===== config.mk =====
export PLATFORM = sky130hd
export DESIGN_NAME = lsu_ctrl_flat
export DESIGN_NICKNAME = d
export VERILOG_FILES = /design/src/rtl/lsu_pkg.sv /design/src/rtl/lsu_ctrl_if.sv /design/src/rtl/lsu_align.sv /design/src/rtl/lsu_ctrl.sv /design/src/flat_wrapper.sv
export SDC_FILE = /design/constraint.sdc
export NUM_CORES = 1
export LEC_CHECK = 0
export ABC_CLOCK_PERIOD_IN_PS = 1600
export CORE_MARGIN = 1.5
export CORE_UTILIZATION = 40
export DETAILED_ROUTE_END_ITERATION = 8
export PLACE_DENSITY_LB_ADDON = 0.2
export REMOVE_ABC_BUFFERS = 1
export SYNTH_ARGS = -nofsm -noshare
export SYNTH_HDL_FRONTEND = slang
export SYNTH_SLANG_ARGS = --single-unit
export TNS_END_PERCENT = 30

===== constraint.sdc =====
create_clock -name clk -period 1.6 [get_ports clk]
set_input_delay 0.24 -clock clk [delete_from_list [all_inputs] [get_ports clk]]
set_output_delay 0.24 -clock clk [all_outputs]
set_load 0.05 [all_outputs]

===== src/rtl/lsu_pkg.sv =====
// Shared types and constants for the load/store sequencer.
package lsu_pkg;

    typedef enum logic [1:0] {
        IDLE = 2'd0,
        MEM  = 2'd1,
        WB   = 2'd2,
        DONE = 2'd3
    } lsu_state_e;

    localparam logic [2:0] F3_B  = 3'b000;
    localparam logic [2:0] F3_H  = 3'b001;
    localparam logic [2:0] F3_W  = 3'b010;
    localparam logic [2:0] F3_BU = 3'b100;
    localparam logic [2:0] F3_HU = 3'b101;

    localparam logic LS_STORE = 1'b1;
    localparam logic LS_LOAD  = 1'b0;

    localparam int BE_W = 4;

endpackage


===== src/rtl/lsu_ctrl_if.sv =====
// Data-memory port and CDB request port of the load/store sequencer.
interface lsu_ctrl_if
    import lsu_pkg::*;
#(
    parameter int XLEN  = 32,
    parameter int TAG_W = 6
) ();
    logic              mem_req;
    logic              mem_we;
    logic [XLEN-1:0]   mem_addr;
    logic [XLEN-1:0]   mem_wdata;
    logic [BE_W-1:0]   mem_be;
    logic              mem_ack;
    logic [XLEN-1:0]   mem_rdata;
    logic              cdb_req;
    logic [TAG_W-1:0]  cdb_req_tag;
    logic [XLEN-1:0]   cdb_req_data;
    logic              cdb_grant;

    modport master (
        output mem_req, mem_we, mem_addr, mem_wdata, mem_be,
        input  mem_ack, mem_rdata,
        output cdb_req, cdb_req_tag, cdb_req_data,
        input  cdb_grant
    );

    modport slave (
        input  mem_req, mem_we, mem_addr, mem_wdata, mem_be,
        output mem_ack, mem_rdata,
        input  cdb_req, cdb_req_tag, cdb_req_data,
        output cdb_grant
    );
endinterface


===== src/rtl/lsu_align.sv =====
// Combinational lane logic: legality/alignment check, store lane replication,
// byte enables, and load extraction with sign/zero extension.
module lsu_align
    import lsu_pkg::*;
#(
    parameter int XLEN = 32
) (
    input  logic [1:0]       addr_lo,
    input  logic [2:0]       funct3,
    input  logic             ls,
    input  logic [XLEN-1:0]  sdata,
    output logic             legal,
    output logic [XLEN-1:0]  wdata,
    output logic [BE_W-1:0]  be,
    input  logic [1:0]       ld_addr_lo,
    input  logic [2:0]       ld_funct3,
    input  logic [XLEN-1:0]  rdata,
    output logic [XLEN-1:0]  ld_result
);

    logic [XLEN-1:0] shifted_s;

    // Legality of the width code for the access kind, plus natural alignment
    always_comb begin
        legal = 1'b0;
        case (funct3)
            F3_B:    legal = 1'b1;
            F3_H:    legal = (addr_lo[0] == 1'b0);
            F3_W:    legal = (addr_lo == 2'b00);
            F3_BU:   legal = (ls == LS_LOAD);
            F3_HU:   legal = (ls == LS_LOAD) && (addr_lo[0] == 1'b0);
            default: legal = 1'b0;
        endcase
    end

    // Byte enables follow the access width; loads use the same lanes
    always_comb begin
        be = {BE_W{1'b0}};
        case (funct3)
            F3_B, F3_BU: be = 4'b0001 << addr_lo;
            F3_H, F3_HU: be = 4'b0011 << addr_lo;
            F3_W:        be = 4'b1111;
            default:     be = {BE_W{1'b0}};
        endcase
    end

    // Store data is replicated across lanes so memory can pick any enabled byte
    always_comb begin
        wdata = {XLEN{1'b0}};
        if (ls == LS_STORE) begin
            case (funct3)
                F3_B:    wdata = {(XLEN/8){sdata[7:0]}};
                F3_H:    wdata = {(XLEN/16){sdata[15:0]}};
                F3_W:    wdata = sdata;
                default: wdata = {XLEN{1'b0}};
            endcase
        end else begin
            wdata = {XLEN{1'b0}};
        end
    end

    assign shifted_s = rdata >> {ld_addr_lo, 3'b000};

    // Extend the addressed lane to full width
    always_comb begin
        ld_result = {XLEN{1'b0}};
        case (ld_funct3)
            F3_B:    ld_result = {{(XLEN-8){shifted_s[7]}}, shifted_s[7:0]};
            F3_BU:   ld_result = {{(XLEN-8){1'b0}}, shifted_s[7:0]};
            F3_H:    ld_result = {{(XLEN-16){shifted_s[15]}}, shifted_s[15:0]};
            F3_HU:   ld_result = {{(XLEN-16){1'b0}}, shifted_s[15:0]};
            F3_W:    ld_result = shifted_s;
            default: ld_result = {XLEN{1'b0}};
        endcase
    end

endmodule


===== src/rtl/lsu_ctrl.sv =====
// Load/store sequencer: one AGU op at a time through memory and, for loads, the CDB.
// Every output is a register loaded with its next-cycle value.
module lsu_ctrl
    import lsu_pkg::*;
#(
    parameter int XLEN  = 32,
    parameter int TAG_W = 6
) (
    input  logic             clk,
    input  logic             rst,
    input  logic             issue_valid,
    input  logic [XLEN-1:0]  ex_address,
    input  logic [XLEN-1:0]  ex_data,
    input  logic [TAG_W-1:0] rd_tag,
    input  logic             rd_tag_valid,
    input  logic [2:0]       funct3,
    input  logic             agu_ls,
    output logic             ex_done,
    output logic             misalign_err,
    lsu_ctrl_if.master       bus
);

    lsu_state_e        state_r, state_s;
    logic [1:0]        addr_lo_r, addr_lo_s;
    logic [2:0]        funct3_r, funct3_s;
    logic              ls_r, ls_s;
    logic [TAG_W-1:0]  tag_r, tag_s;
    logic              tag_valid_r, tag_valid_s;

    logic              mem_req_r, mem_req_s;
    logic              mem_we_r, mem_we_s;
    logic [XLEN-1:0]   mem_addr_r, mem_addr_s;
    logic [XLEN-1:0]   mem_wdata_r, mem_wdata_s;
    logic [BE_W-1:0]   mem_be_r, mem_be_s;
    logic              cdb_req_r, cdb_req_s;
    logic [TAG_W-1:0]  cdb_tag_r, cdb_tag_s;
    logic [XLEN-1:0]   cdb_data_r, cdb_data_s;
    logic              ex_done_r, ex_done_s;
    logic              misalign_r, misalign_s;

    logic              legal_s;
    logic [XLEN-1:0]   lane_wdata_s;
    logic [BE_W-1:0]   lane_be_s;
    logic [XLEN-1:0]   ld_result_s;

    lsu_align #(.XLEN(XLEN)) u_align (
        .addr_lo    (ex_address[1:0]),
        .funct3     (funct3),
        .ls         (agu_ls),
        .sdata      (ex_data),
        .legal      (legal_s),
        .wdata      (lane_wdata_s),
        .be         (lane_be_s),
        .ld_addr_lo (addr_lo_r),
        .ld_funct3  (funct3_r),
        .rdata      (bus.mem_rdata),
        .ld_result  (ld_result_s)
    );

    // Next state and next registered outputs
    always_comb begin
        state_s     = state_r;
        addr_lo_s   = addr_lo_r;
        funct3_s    = funct3_r;
        ls_s        = ls_r;
        tag_s       = tag_r;
        tag_valid_s = tag_valid_r;
        mem_req_s   = mem_req_r;
        mem_we_s    = mem_we_r;
        mem_addr_s  = mem_addr_r;
        mem_wdata_s = mem_wdata_r;
        mem_be_s    = mem_be_r;
        cdb_req_s   = cdb_req_r;
        cdb_tag_s   = cdb_tag_r;
        cdb_data_s  = cdb_data_r;
        ex_done_s   = 1'b0;
        misalign_s  = 1'b0;

        case (state_r)
            IDLE: begin
                if (issue_valid) begin
                    addr_lo_s   = ex_address[1:0];
                    funct3_s    = funct3;
                    ls_s        = agu_ls;
                    tag_s       = rd_tag;
                    tag_valid_s = rd_tag_valid;
                    if (legal_s) begin
                        state_s     = MEM;
                        mem_req_s   = 1'b1;
                        mem_we_s    = agu_ls;
                        mem_addr_s  = {ex_address[XLEN-1:2], 2'b00};
                        mem_wdata_s = lane_wdata_s;
                        mem_be_s    = lane_be_s;
                    end else begin
                        state_s    = DONE;
                        ex_done_s  = 1'b1;
                        misalign_s = 1'b1;
                    end
                end else begin
                    state_s = IDLE;
                end
            end
            MEM: begin
                if (bus.mem_ack) begin
                    mem_req_s   = 1'b0;
                    mem_we_s    = 1'b0;
                    mem_addr_s  = {XLEN{1'b0}};
                    mem_wdata_s = {XLEN{1'b0}};
                    mem_be_s    = {BE_W{1'b0}};
                    if (ls_r == LS_STORE) begin
                        state_s   = DONE;
                        ex_done_s = 1'b1;
                    end else if (tag_valid_r) begin
                        state_s    = WB;
                        cdb_req_s  = 1'b1;
                        cdb_tag_s  = tag_r;
                        cdb_data_s = ld_result_s;
                    end else begin
                        state_s   = DONE;
                        ex_done_s = 1'b1;
                    end
                end else begin
                    state_s = MEM;
                end
            end
            WB: begin
                if (bus.cdb_grant) begin
                    state_s    = DONE;
                    ex_done_s  = 1'b1;
                    cdb_req_s  = 1'b0;
                    cdb_tag_s  = {TAG_W{1'b0}};
                    cdb_data_s = {XLEN{1'b0}};
                end else begin
                    state_s = WB;
                end
            end
            DONE: begin
                state_s = IDLE;
            end
            default: begin
                state_s = IDLE;
            end
        endcase
    end

    // State, capture and output registers
    always_ff @(posedge clk or negedge rst) begin
        if (!rst) begin
            state_r     <= IDLE;
            addr_lo_r   <= 2'b00;
            funct3_r    <= 3'b000;
            ls_r        <= 1'b0;
            tag_r       <= {TAG_W{1'b0}};
            tag_valid_r <= 1'b0;
            mem_req_r   <= 1'b0;
            mem_we_r    <= 1'b0;
            mem_addr_r  <= {XLEN{1'b0}};
            mem_wdata_r <= {XLEN{1'b0}};
            mem_be_r    <= {BE_W{1'b0}};
            cdb_req_r   <= 1'b0;
            cdb_tag_r   <= {TAG_W{1'b0}};
            cdb_data_r  <= {XLEN{1'b0}};
            ex_done_r   <= 1'b0;
            misalign_r  <= 1'b0;
        end else begin
            state_r     <= state_s;
            addr_lo_r   <= addr_lo_s;
            funct3_r    <= funct3_s;
            ls_r        <= ls_s;
            tag_r       <= tag_s;
            tag_valid_r <= tag_valid_s;
            mem_req_r   <= mem_req_s;
            mem_we_r    <= mem_we_s;
            mem_addr_r  <= mem_addr_s;
            mem_wdata_r <= mem_wdata_s;
            mem_be_r    <= mem_be_s;
            cdb_req_r   <= cdb_req_s;
            cdb_tag_r   <= cdb_tag_s;
            cdb_data_r  <= cdb_data_s;
            ex_done_r   <= ex_done_s;
            misalign_r  <= misalign_s;
        end
    end

    assign ex_done          = ex_done_r;
    assign misalign_err     = misalign_r;
    assign bus.mem_req      = mem_req_r;
    assign bus.mem_we       = mem_we_r;
    assign bus.mem_addr     = mem_addr_r;
    assign bus.mem_wdata    = mem_wdata_r;
    assign bus.mem_be       = mem_be_r;
    assign bus.cdb_req      = cdb_req_r;
    assign bus.cdb_req_tag  = cdb_tag_r;
    assign bus.cdb_req_data = cdb_data_r;

endmodule


===== src/flat_wrapper.sv =====
// flat-port wrapper written by rule: the top's interface ports become plain ports
module lsu_ctrl_flat import lsu_pkg::*;
#(
    parameter int XLEN  = 32,
    parameter int TAG_W = 6
)
  (clk, rst, issue_valid, ex_address, ex_data, rd_tag, rd_tag_valid, funct3, agu_ls, ex_done, misalign_err, bus_mem_req, bus_mem_we, bus_mem_addr, bus_mem_wdata, bus_mem_be, bus_mem_ack, bus_mem_rdata, bus_cdb_req, bus_cdb_req_tag, bus_cdb_req_data, bus_cdb_grant);
  lsu_ctrl_if #(.XLEN(XLEN), .TAG_W(TAG_W)) bus_i ();
  input  logic clk;
  input  logic rst;
  input  logic issue_valid;
  input  logic [XLEN-1:0] ex_address;
  input  logic [XLEN-1:0] ex_data;
  input  logic [TAG_W-1:0] rd_tag;
  input  logic rd_tag_valid;
  input  logic [2:0] funct3;
  input  logic agu_ls;
  output logic ex_done;
  output logic misalign_err;
  output wire logic [$bits(bus_i.mem_req)-1:0] bus_mem_req;
  output wire logic [$bits(bus_i.mem_we)-1:0] bus_mem_we;
  output wire logic [$bits(bus_i.mem_addr)-1:0] bus_mem_addr;
  output wire logic [$bits(bus_i.mem_wdata)-1:0] bus_mem_wdata;
  output wire logic [$bits(bus_i.mem_be)-1:0] bus_mem_be;
  input wire logic [$bits(bus_i.mem_ack)-1:0] bus_mem_ack;
  input wire logic [$bits(bus_i.mem_rdata)-1:0] bus_mem_rdata;
  output wire logic [$bits(bus_i.cdb_req)-1:0] bus_cdb_req;
  output wire logic [$bits(bus_i.cdb_req_tag)-1:0] bus_cdb_req_tag;
  output wire logic [$bits(bus_i.cdb_req_data)-1:0] bus_cdb_req_data;
  input wire logic [$bits(bus_i.cdb_grant)-1:0] bus_cdb_grant;
  assign bus_mem_req = bus_i.mem_req;
  assign bus_mem_we = bus_i.mem_we;
  assign bus_mem_addr = bus_i.mem_addr;
  assign bus_mem_wdata = bus_i.mem_wdata;
  assign bus_mem_be = bus_i.mem_be;
  assign bus_i.mem_ack = bus_mem_ack;
  assign bus_i.mem_rdata = bus_mem_rdata;
  assign bus_cdb_req = bus_i.cdb_req;
  assign bus_cdb_req_tag = bus_i.cdb_req_tag;
  assign bus_cdb_req_data = bus_i.cdb_req_data;
  assign bus_i.cdb_grant = bus_cdb_grant;
  lsu_ctrl #(.XLEN(XLEN), .TAG_W(TAG_W)) u_core (.clk(clk), .rst(rst), .issue_valid(issue_valid), .ex_address(ex_address), .ex_data(ex_data), .rd_tag(rd_tag), .rd_tag_valid(rd_tag_valid), .funct3(funct3), .agu_ls(agu_ls), .ex_done(ex_done), .misalign_err(misalign_err), .bus(bus_i));
endmodule

## Yosys cells after proc, flatten, opt, wreduce, memory -nomap -nowiden

Index checks and enable logic that the tools add are counted.

- Register bits after elaboration: 126
- Bits of input ports: 112
- Output and inout port bits: 111

- Eq/ne operators: 17
- Shift operators: 3
- Muxes and demuxes: 53
- Bitwise operators: 2
- Reductions and logical operators: 12

Operators with widths:

| kind | number |
|---|---|
| $mux 32 | 10 |
| $pmux 32 s2 | 3 |
| $pmux 32 s5 | 1 |
| $pmux 32 s3 | 1 |
| $shr 32x5->32 | 1 |
| $mux 6 | 4 |
| $mux 1 | 18 |
| $eq 3x3->1 const B | 4 |
| $mux 4 | 3 |
| $pmux 4 s3 | 1 |
| $pmux 6 s2 | 1 |
| $mux 2 | 4 |
| $ne 2x2->1 const B | 4 |
| $pmux 2 s4 | 1 |
| $pmux 4 s2 | 1 |
| $eq 3x1->1 const B | 2 |
| $eq 3x2->1 const B | 2 |
| $logic_not 3->1 | 2 |
| $pmux 1 s2 | 3 |
| $pmux 1 s5 | 1 |
| $reduce_and 5->1 | 1 |
| $eq 2x2->1 const B | 2 |
| $logic_not 2->1 | 2 |
| $ne 2x1->1 const B | 2 |
| other kinds (10) | 13 |

## Depth between registers and ports, before layout

Gate-level depths: netlist of run 1.

- Depth after elaboration: 6
- Gate-level depth with buffers: 8

## Cells and area by module

From an unflattened synthesis of run 1, not the netlist that was laid out.

- Cell total of the unflattened synthesis: 583
- Area, all modules: 6008.3 um^2

By module, submodules not included:

| module | instances | cells an instance | area each (um^2) | sequential area each (um^2) |
|---|---|---|---|---|
| lsu_ctrl | 1 | 373 | 4674.5 | 3103.0 |
| lsu_align | 1 | 210 | 1333.8 | 0.0 |

## Worst setup path before layout of run 1

No wires, ideal clock.

- Kind: register to register
- From: register u_core.addr_lo_r[1]
- To: register u_core.cdb_data_r[16], in the netlist u_core.bus.cdb_req_data[16]
- Library setup time: 126 ps
- Data arrival time: 1544 ps
- Data required time: 1474 ps
- Slack: -70 ps
- Stages on the path, launching flop included: 7
- Buffers on the path: 2
- Clock period less this slack: 1670 ps
- Cells stage by stage: dfrtp_1 buf_6 mux4_2 nor2_4 a211oi_4 buf_6 a221o_1

- Longest elaborated chain between the ends: 6

Ends and longest elaborated chain:

| element | line | source |
|---|---|---|
| from (decl) | lsu_ctrl.sv:24 | `logic [1:0] addr_lo_r, addr_lo_s;` |
| from (signal assigned) | lsu_ctrl.sv:167 | `addr_lo_r <= addr_lo_s;` |
| $shr 32x5->32 | lsu_align.sv:62 | `assign shifted_s = rdata >> {ld_addr_lo, 3'b000};` |
| $pmux 32 s5 | lsu_align.sv:67 | `case (ld_funct3)` |
| $mux 32 | lsu_ctrl.sv:113 | `end else if (tag_valid_r) begin` |
| $mux 32 | lsu_ctrl.sv:110 | `if (ls_r == LS_STORE) begin` |
| $mux 32 | lsu_ctrl.sv:104 | `if (bus.mem_ack) begin` |
| $pmux 32 s2 | lsu_ctrl.sv:79 | `case (state_r)` |
| to (signal assigned) | lsu_ctrl.sv:162 | `cdb_data_r <= {XLEN{1'b0}};` |
| to (signal assigned) | lsu_ctrl.sv:179 | `cdb_data_r <= cdb_data_s;` |
| to (decl) | lsu_ctrl.sv:37 | `logic [XLEN-1:0] cdb_data_r, cdb_data_s;` |

No other way between the ends. The select of a mux whose other input is x is not followed.
A chain may end at the register's enable or synchronous reset.

## Final worst setup path of run 1

- From: register u_core.state_r[0]
- To: register u_core.mem_be_r[2], in the netlist u_core.bus.mem_be[2]

- Longest elaborated chain between the ends: 3
- Elaborated cells on any way between the ends: 8
- Classes of those cells: eq/ne (4); mux (1); reduce/logical (3)

Ends and longest elaborated chain:

| element | line | source |
|---|---|---|
| from (decl) | lsu_ctrl.sv:23 | `lsu_state_e state_r, state_s;` |
| from (signal assigned) | lsu_ctrl.sv:166 | `state_r <= state_s;` |
| $eq 2x1->1 or $logic_not 2->1 (tied branches) | lsu_ctrl.sv:79 |  |
| $ne 2x2->1 (no line), or another cell as far along | n/a |  |
| $reduce_and 4->1 (no line) | n/a |  |
| to (signal assigned) | lsu_ctrl.sv:159 | `mem_be_r <= {BE_W{1'b0}};` |
| to (signal assigned) | lsu_ctrl.sv:176 | `mem_be_r <= mem_be_s;` |
| to (decl) | lsu_ctrl.sv:34 | `logic [BE_W-1:0] mem_be_r, mem_be_s;` |

Several ways; a longest one is shown, not always the timed one.

==> results of run 1 <==
==> sequential cells by signal (all words and copies together) (netlist names), 2 cells and up <==
signal,cells
u_core.bus.mem_addr,30
u_core.bus.cdb_req_data,32
u_core.tag_r,6
u_core.bus.cdb_req_tag,6
u_core.addr_lo_r,2
u_core.bus.mem_be,4
u_core.funct3_r,3
u_core.bus.mem_wdata,32
u_core.state_r,2
==> worst register-to-register path: cells and delay by family, from the launching register on <==
kind | cells | cell delay, ns
AO/OA/AOI/OAI | 2 | 0.34
buffers and inverters | 3 | 0.49
flip-flops | 1 | 0.41
AND/OR/NAND/NOR | 1 | 0.33
==> power by group through the flow <==
stage                     Sequential (mW)  Clock (mW)  Combinational, mW
after global routing                 5.05        4.34               9.56
after global placement               4.89           0               8.21
after CTS                            4.89        4.16               8.65
after floorplan                      8.03           0               2.05
final                                4.92        4.11               9.10
after detailed placement             4.91           0               8.33
==> cells by family after synthesis <==
family          Yosys count  share of synthesized area [%]
simple gates            124                          10.73
other cells               1                        0.06634
compound gates          154                          20.87
buf+inv                  44                          4.404
flops                   124                          54.89
mux                      47                          9.031
==> final cells by class <==
cell class                      count  area, um^2
Tap cell                          180       225.2
Clock buffer                       21       470.5
Fill cell                        1021        4459
Multi-Input combinational cell    327        2633
Inverter                            3       11.26
Sequential cell                   124        3105
Clock inverter                     11       165.2
Timing Repair Buffer              290        2758
==> placed cells by master (no fill, tap or decap), types with 2 or more instances in the layout <==
cell type | netlist | routed
sky130_fd_sc_hd__buf_4 | 7 | 152
sky130_fd_sc_hd__dfrtp_1 | 124 | 122
sky130_fd_sc_hd__clkdlybuf4s50_1 | 0 | 110
sky130_fd_sc_hd__nand2_1 | 75 | 64
sky130_fd_sc_hd__a22o_1 | 42 | 42
sky130_fd_sc_hd__mux2i_1 | 24 | 24
sky130_fd_sc_hd__mux2_2 | 22 | 22
sky130_fd_sc_hd__clkbuf_16 | 0 | 22
sky130_fd_sc_hd__a21oi_1 | 19 | 18
sky130_fd_sc_hd__a22oi_1 | 18 | 18
sky130_fd_sc_hd__a221o_1 | 16 | 16
sky130_fd_sc_hd__nor2_1 | 14 | 14
sky130_fd_sc_hd__o31ai_4 | 0 | 14
sky130_fd_sc_hd__o21ai_1 | 3 | 14
sky130_fd_sc_hd__buf_12 | 0 | 11
sky130_fd_sc_hd__o21ai_0 | 19 | 8
sky130_fd_sc_hd__buf_6 | 4 | 8
sky130_fd_sc_hd__nand3_1 | 8 | 7
sky130_fd_sc_hd__o2bb2ai_1 | 7 | 7
sky130_fd_sc_hd__nand2_2 | 0 | 7
sky130_fd_sc_hd__nand2_4 | 1 | 5
sky130_fd_sc_hd__nor2b_1 | 5 | 4
sky130_fd_sc_hd__nand2b_1 | 4 | 4
sky130_fd_sc_hd__bufinv_16 | 0 | 4
sky130_fd_sc_hd__clkinvlp_4 | 0 | 4
sky130_fd_sc_hd__inv_1 | 3 | 3
sky130_fd_sc_hd__o32ai_1 | 3 | 3
sky130_fd_sc_hd__o31ai_2 | 0 | 3
sky130_fd_sc_hd__clkinv_2 | 0 | 3
sky130_fd_sc_hd__clkbuf_8 | 0 | 3
sky130_fd_sc_hd__a21o_1 | 2 | 2
sky130_fd_sc_hd__and2_1 | 2 | 2
sky130_fd_sc_hd__nand3b_1 | 2 | 2
sky130_fd_sc_hd__nor3_4 | 0 | 2
sky130_fd_sc_hd__o22ai_1 | 2 | 2
sky130_fd_sc_hd__nor4_2 | 2 | 2
sky130_fd_sc_hd__conb_1 | 1 | 2
sky130_fd_sc_hd__buf_16 | 0 | 2
sky130_fd_sc_hd__dfrtp_2 | 0 | 2
==> metal layers <==
layer	track usage, %	vias up	wire [um]
met4	9.118	2	450
met2	36.83	190	8497
met1	28.95	2568	7484
li1	-	2380	-
met3	5.384	41	1056
met5	0	-	13
==> worst max path at each step <==
stage / startpoint / endpoint / slack [ns] / cells past startpoint
after global placement: bus_mem_ack / u_core.bus.cdb_req_data[20] / -0.37 / 6
after CTS: u_core.addr_lo_r[1] / u_core.bus.cdb_req_data[23] / -0.07 / 5
after detailed placement: funct3[1] / u_core.bus.mem_wdata[13] / -0.45 / 5
after floorplan: u_core.state_r[1] / u_core.bus.mem_wdata[0] / -2.74 / 3
after global routing: u_core.state_r[0] / u_core.bus.mem_wdata[12] / -0.14 / 6
final: u_core.state_r[0] / u_core.bus.mem_be[2] / -0.08 / 6
==> stage by stage <==
| stage | area (um^2) | total power [mW] | instances |
|---|---|---|---|
| finish | 9368 | 18.14 | 956 |
| CTS | 9029 | 17.69 | 951 |
| global placement | 8169 | 13.10 | 913 |
| floorplan | 5419 | 10.09 | 454 |
| detailed placement | 8169 | 13.24 | 913 |
| global route | 9368 | 18.95 | 956 |
==> repair_timing <==
action                                 CTS  global route
pin swaps                                4            12
buffers inserted                         5             1
hold buffers                             1             0
cloned                                   0             5
resized for setup                       32            49
setup endpoints to repair              110           113
endpoints found under the hold margin   24             0
==> run summary, run 1 <==
Count of nets left with antenna violations after detail routing: 0. Power spread over the standard cell area amounts to 1936 nW/um^2. The number of pins exceeding their max-slew limit in the final report was 0. The share of the Yosys chip area taken by registers is 54.89%.

Counting instances in the post-synthesis netlist gives the leading cell types as sky130_fd_sc_hd__dfrtp_1, sky130_fd_sc_hd__nand2_1, sky130_fd_sc_hd__a22o_1, sky130_fd_sc_hd__mux2i_1, sky130_fd_sc_hd__mux2_2. Among all stages on the critical path, the largest delay is contributed by sky130_fd_sc_hd__dfrtp_1. The later pin in the worst-skew pair is clocked with a latency of 0.42 ns.

Yosys mapped the design onto 47 distinct sky130hd cell types. Global routing used 22.58% of the available tracks across all layers. Minimum clock period after layout: 1.682 ns. The share of flip-flops with an asynchronous set or reset was 100.0%. In this run the horizontal extent of the chip is 121.9 um.

Area share of the largest cell type after synthesis: 54.89%. The maximum clock frequency is 594.6 MHz. The cell area after technology mapping is 5653 um^2. After technology mapping, the gate count stands at 494. The number of setup violations in the final report was 83; the clock sink count was 124. For this design the static power due to leakage is 4.434 nW.

The worst setup slack after placement was -0.4499 ns; the final number of hold-violating endpoints was 0. The critical path's top delay family was buffers and inverters. The number of warnings issued by yosys came out at 0.

Setup repair after global routing could not meet its margin everywhere. The first global-routing pass estimated 25740 um of wire. Counting flops and latches in the post-synthesis netlist gives 124.

The detailed router finished its first iteration with 307 violations. The tools report the H-tree depth reported by CTS as 4. The beginning of the worst register-to-register path is u_core.state_r[0]. TritonCTS created 17 clock buffers. The routed wirelength normalized by instance count was 18.31 um; the residual overflow from global routing was 0.

The tools report the final weighted congestion in routability-driven placement as 0.8513. In this run the worst hold path is classified as in2async. The detailed-router iteration count before antenna repair was 5; the mean instance size in the synthesized netlist was 11.44 um^2. In this run the power spent charging and discharging nets is 7.765 mW.

For this configuration, the core starts out at a cell density of 40.88%. The post-route netlist has 36.34% of its cells at a drive strength greater than 1. The number of antenna violations at the first check in global routing was 1; the number of enable-type register cells in the synthesized netlist was 0.

Internal power component: 10.37 mW. STA classifies the critical path startpoint as a flop. The worst register-to-register path ends at u_core.bus.mem_be[2].

The portion of the clock cycle consumed by the worst path in the final layout was 105.1%; the critical path's largest stage delay was 0.41 ns. CTS placed an instance of sky130_fd_sc_hd__clkbuf_16 at the clock tree root. The critical path class is reg2reg.

For the required time at the endpoint of the critical path, the log shows 1.90 ns. By instance count, the leading cell after synthesis is sky130_fd_sc_hd__dfrtp_1. The reg-to-reg setup timing slack was -0.08 ns. Number of ports placed on the die boundary: 223. TritonCTS built the clock tree.

The post-CTS clock slew at the launch and capture registers of the worst setup and hold paths works out to 0.06 ns. Cell count of the worst reg-to-reg path: 6. Share of total power in combinational logic: 50.2%. After routing, the total negative slack on setup checks comes to -3.242 ns. After floorplanning, the core was sized to cover 13830 um^2.

Walking the worst path, the cells encountered are buf_6 > nor4b_4 > a221oi_4 > buf_12 > buf_16 > a22o_1. From bottom edge to top edge, the die measures 121.9 um. Dividing the detail-routed via count by the number of cells gives 5.419. The count of unresolved DRC violations after routing was 0.

Hold timing on the final database bottoms out at a slack of 0.3020 ns. For the number of diodes added for antenna fixing, the log shows 0. The cell taking the most area after synthesis was sky130_fd_sc_hd__dfrtp_1. The capturing element type of the critical path is a flop. The tools report the final worst setup slack as -0.08176 ns.

The via count of the first global-routing pass was 4991; the share of the core filled with cells was 67.75%. Net switching is 42.81% of the power. The final route contains 5181 vias. Number of buffer and inverter stages on the critical path: 3. The run gives 17500 um as the final routed wirelength across all metal layers.

STA puts the critical path data arrival time at 1.98 ns. The register share of total power came out at 27.1%. Entering global routing, the biggest net connects 39 pins. The number of maximum-capacitance constraint violations was 0; the critical-path maximum fanout was 10. Among all flip-flop cells after synthesis, the most frequent one is sky130_fd_sc_hd__dfrtp_1. The area added between synthesis and finish is 65.71%. Sorting the synthesized cells by area gives the leading types as sky130_fd_sc_hd__dfrtp_1, sky130_fd_sc_hd__a22o_1, sky130_fd_sc_hd__nand2_1. The flow ran to the end, but the final reports show violations. Once detailed placement completed, the half-perimeter wirelength came to 11830 um.

The die area came out at 14850 um^2. The final reports fail on setup timing. Clock skew on the completed layout was measured at 0.007160 ns.

In this run, the clock network consumes 22.7% of the power. Row generation in the floorplan step produced 43 rows. The total number of nets in the final design was 875; the maximum root-to-sink buffer count was 2. Input and output buffers added on the ports amount to 220.

The tools report the peak supply drop as 0.001101 V.
(Power assumes the default switching activity.)
==> inputs of run 2 (changes only) <==
CTS_CLUSTER_SIZE = 10   (was default)
==> results of run 2 <==
The final DEF is identical to that of run 1; final timing and power are the same.
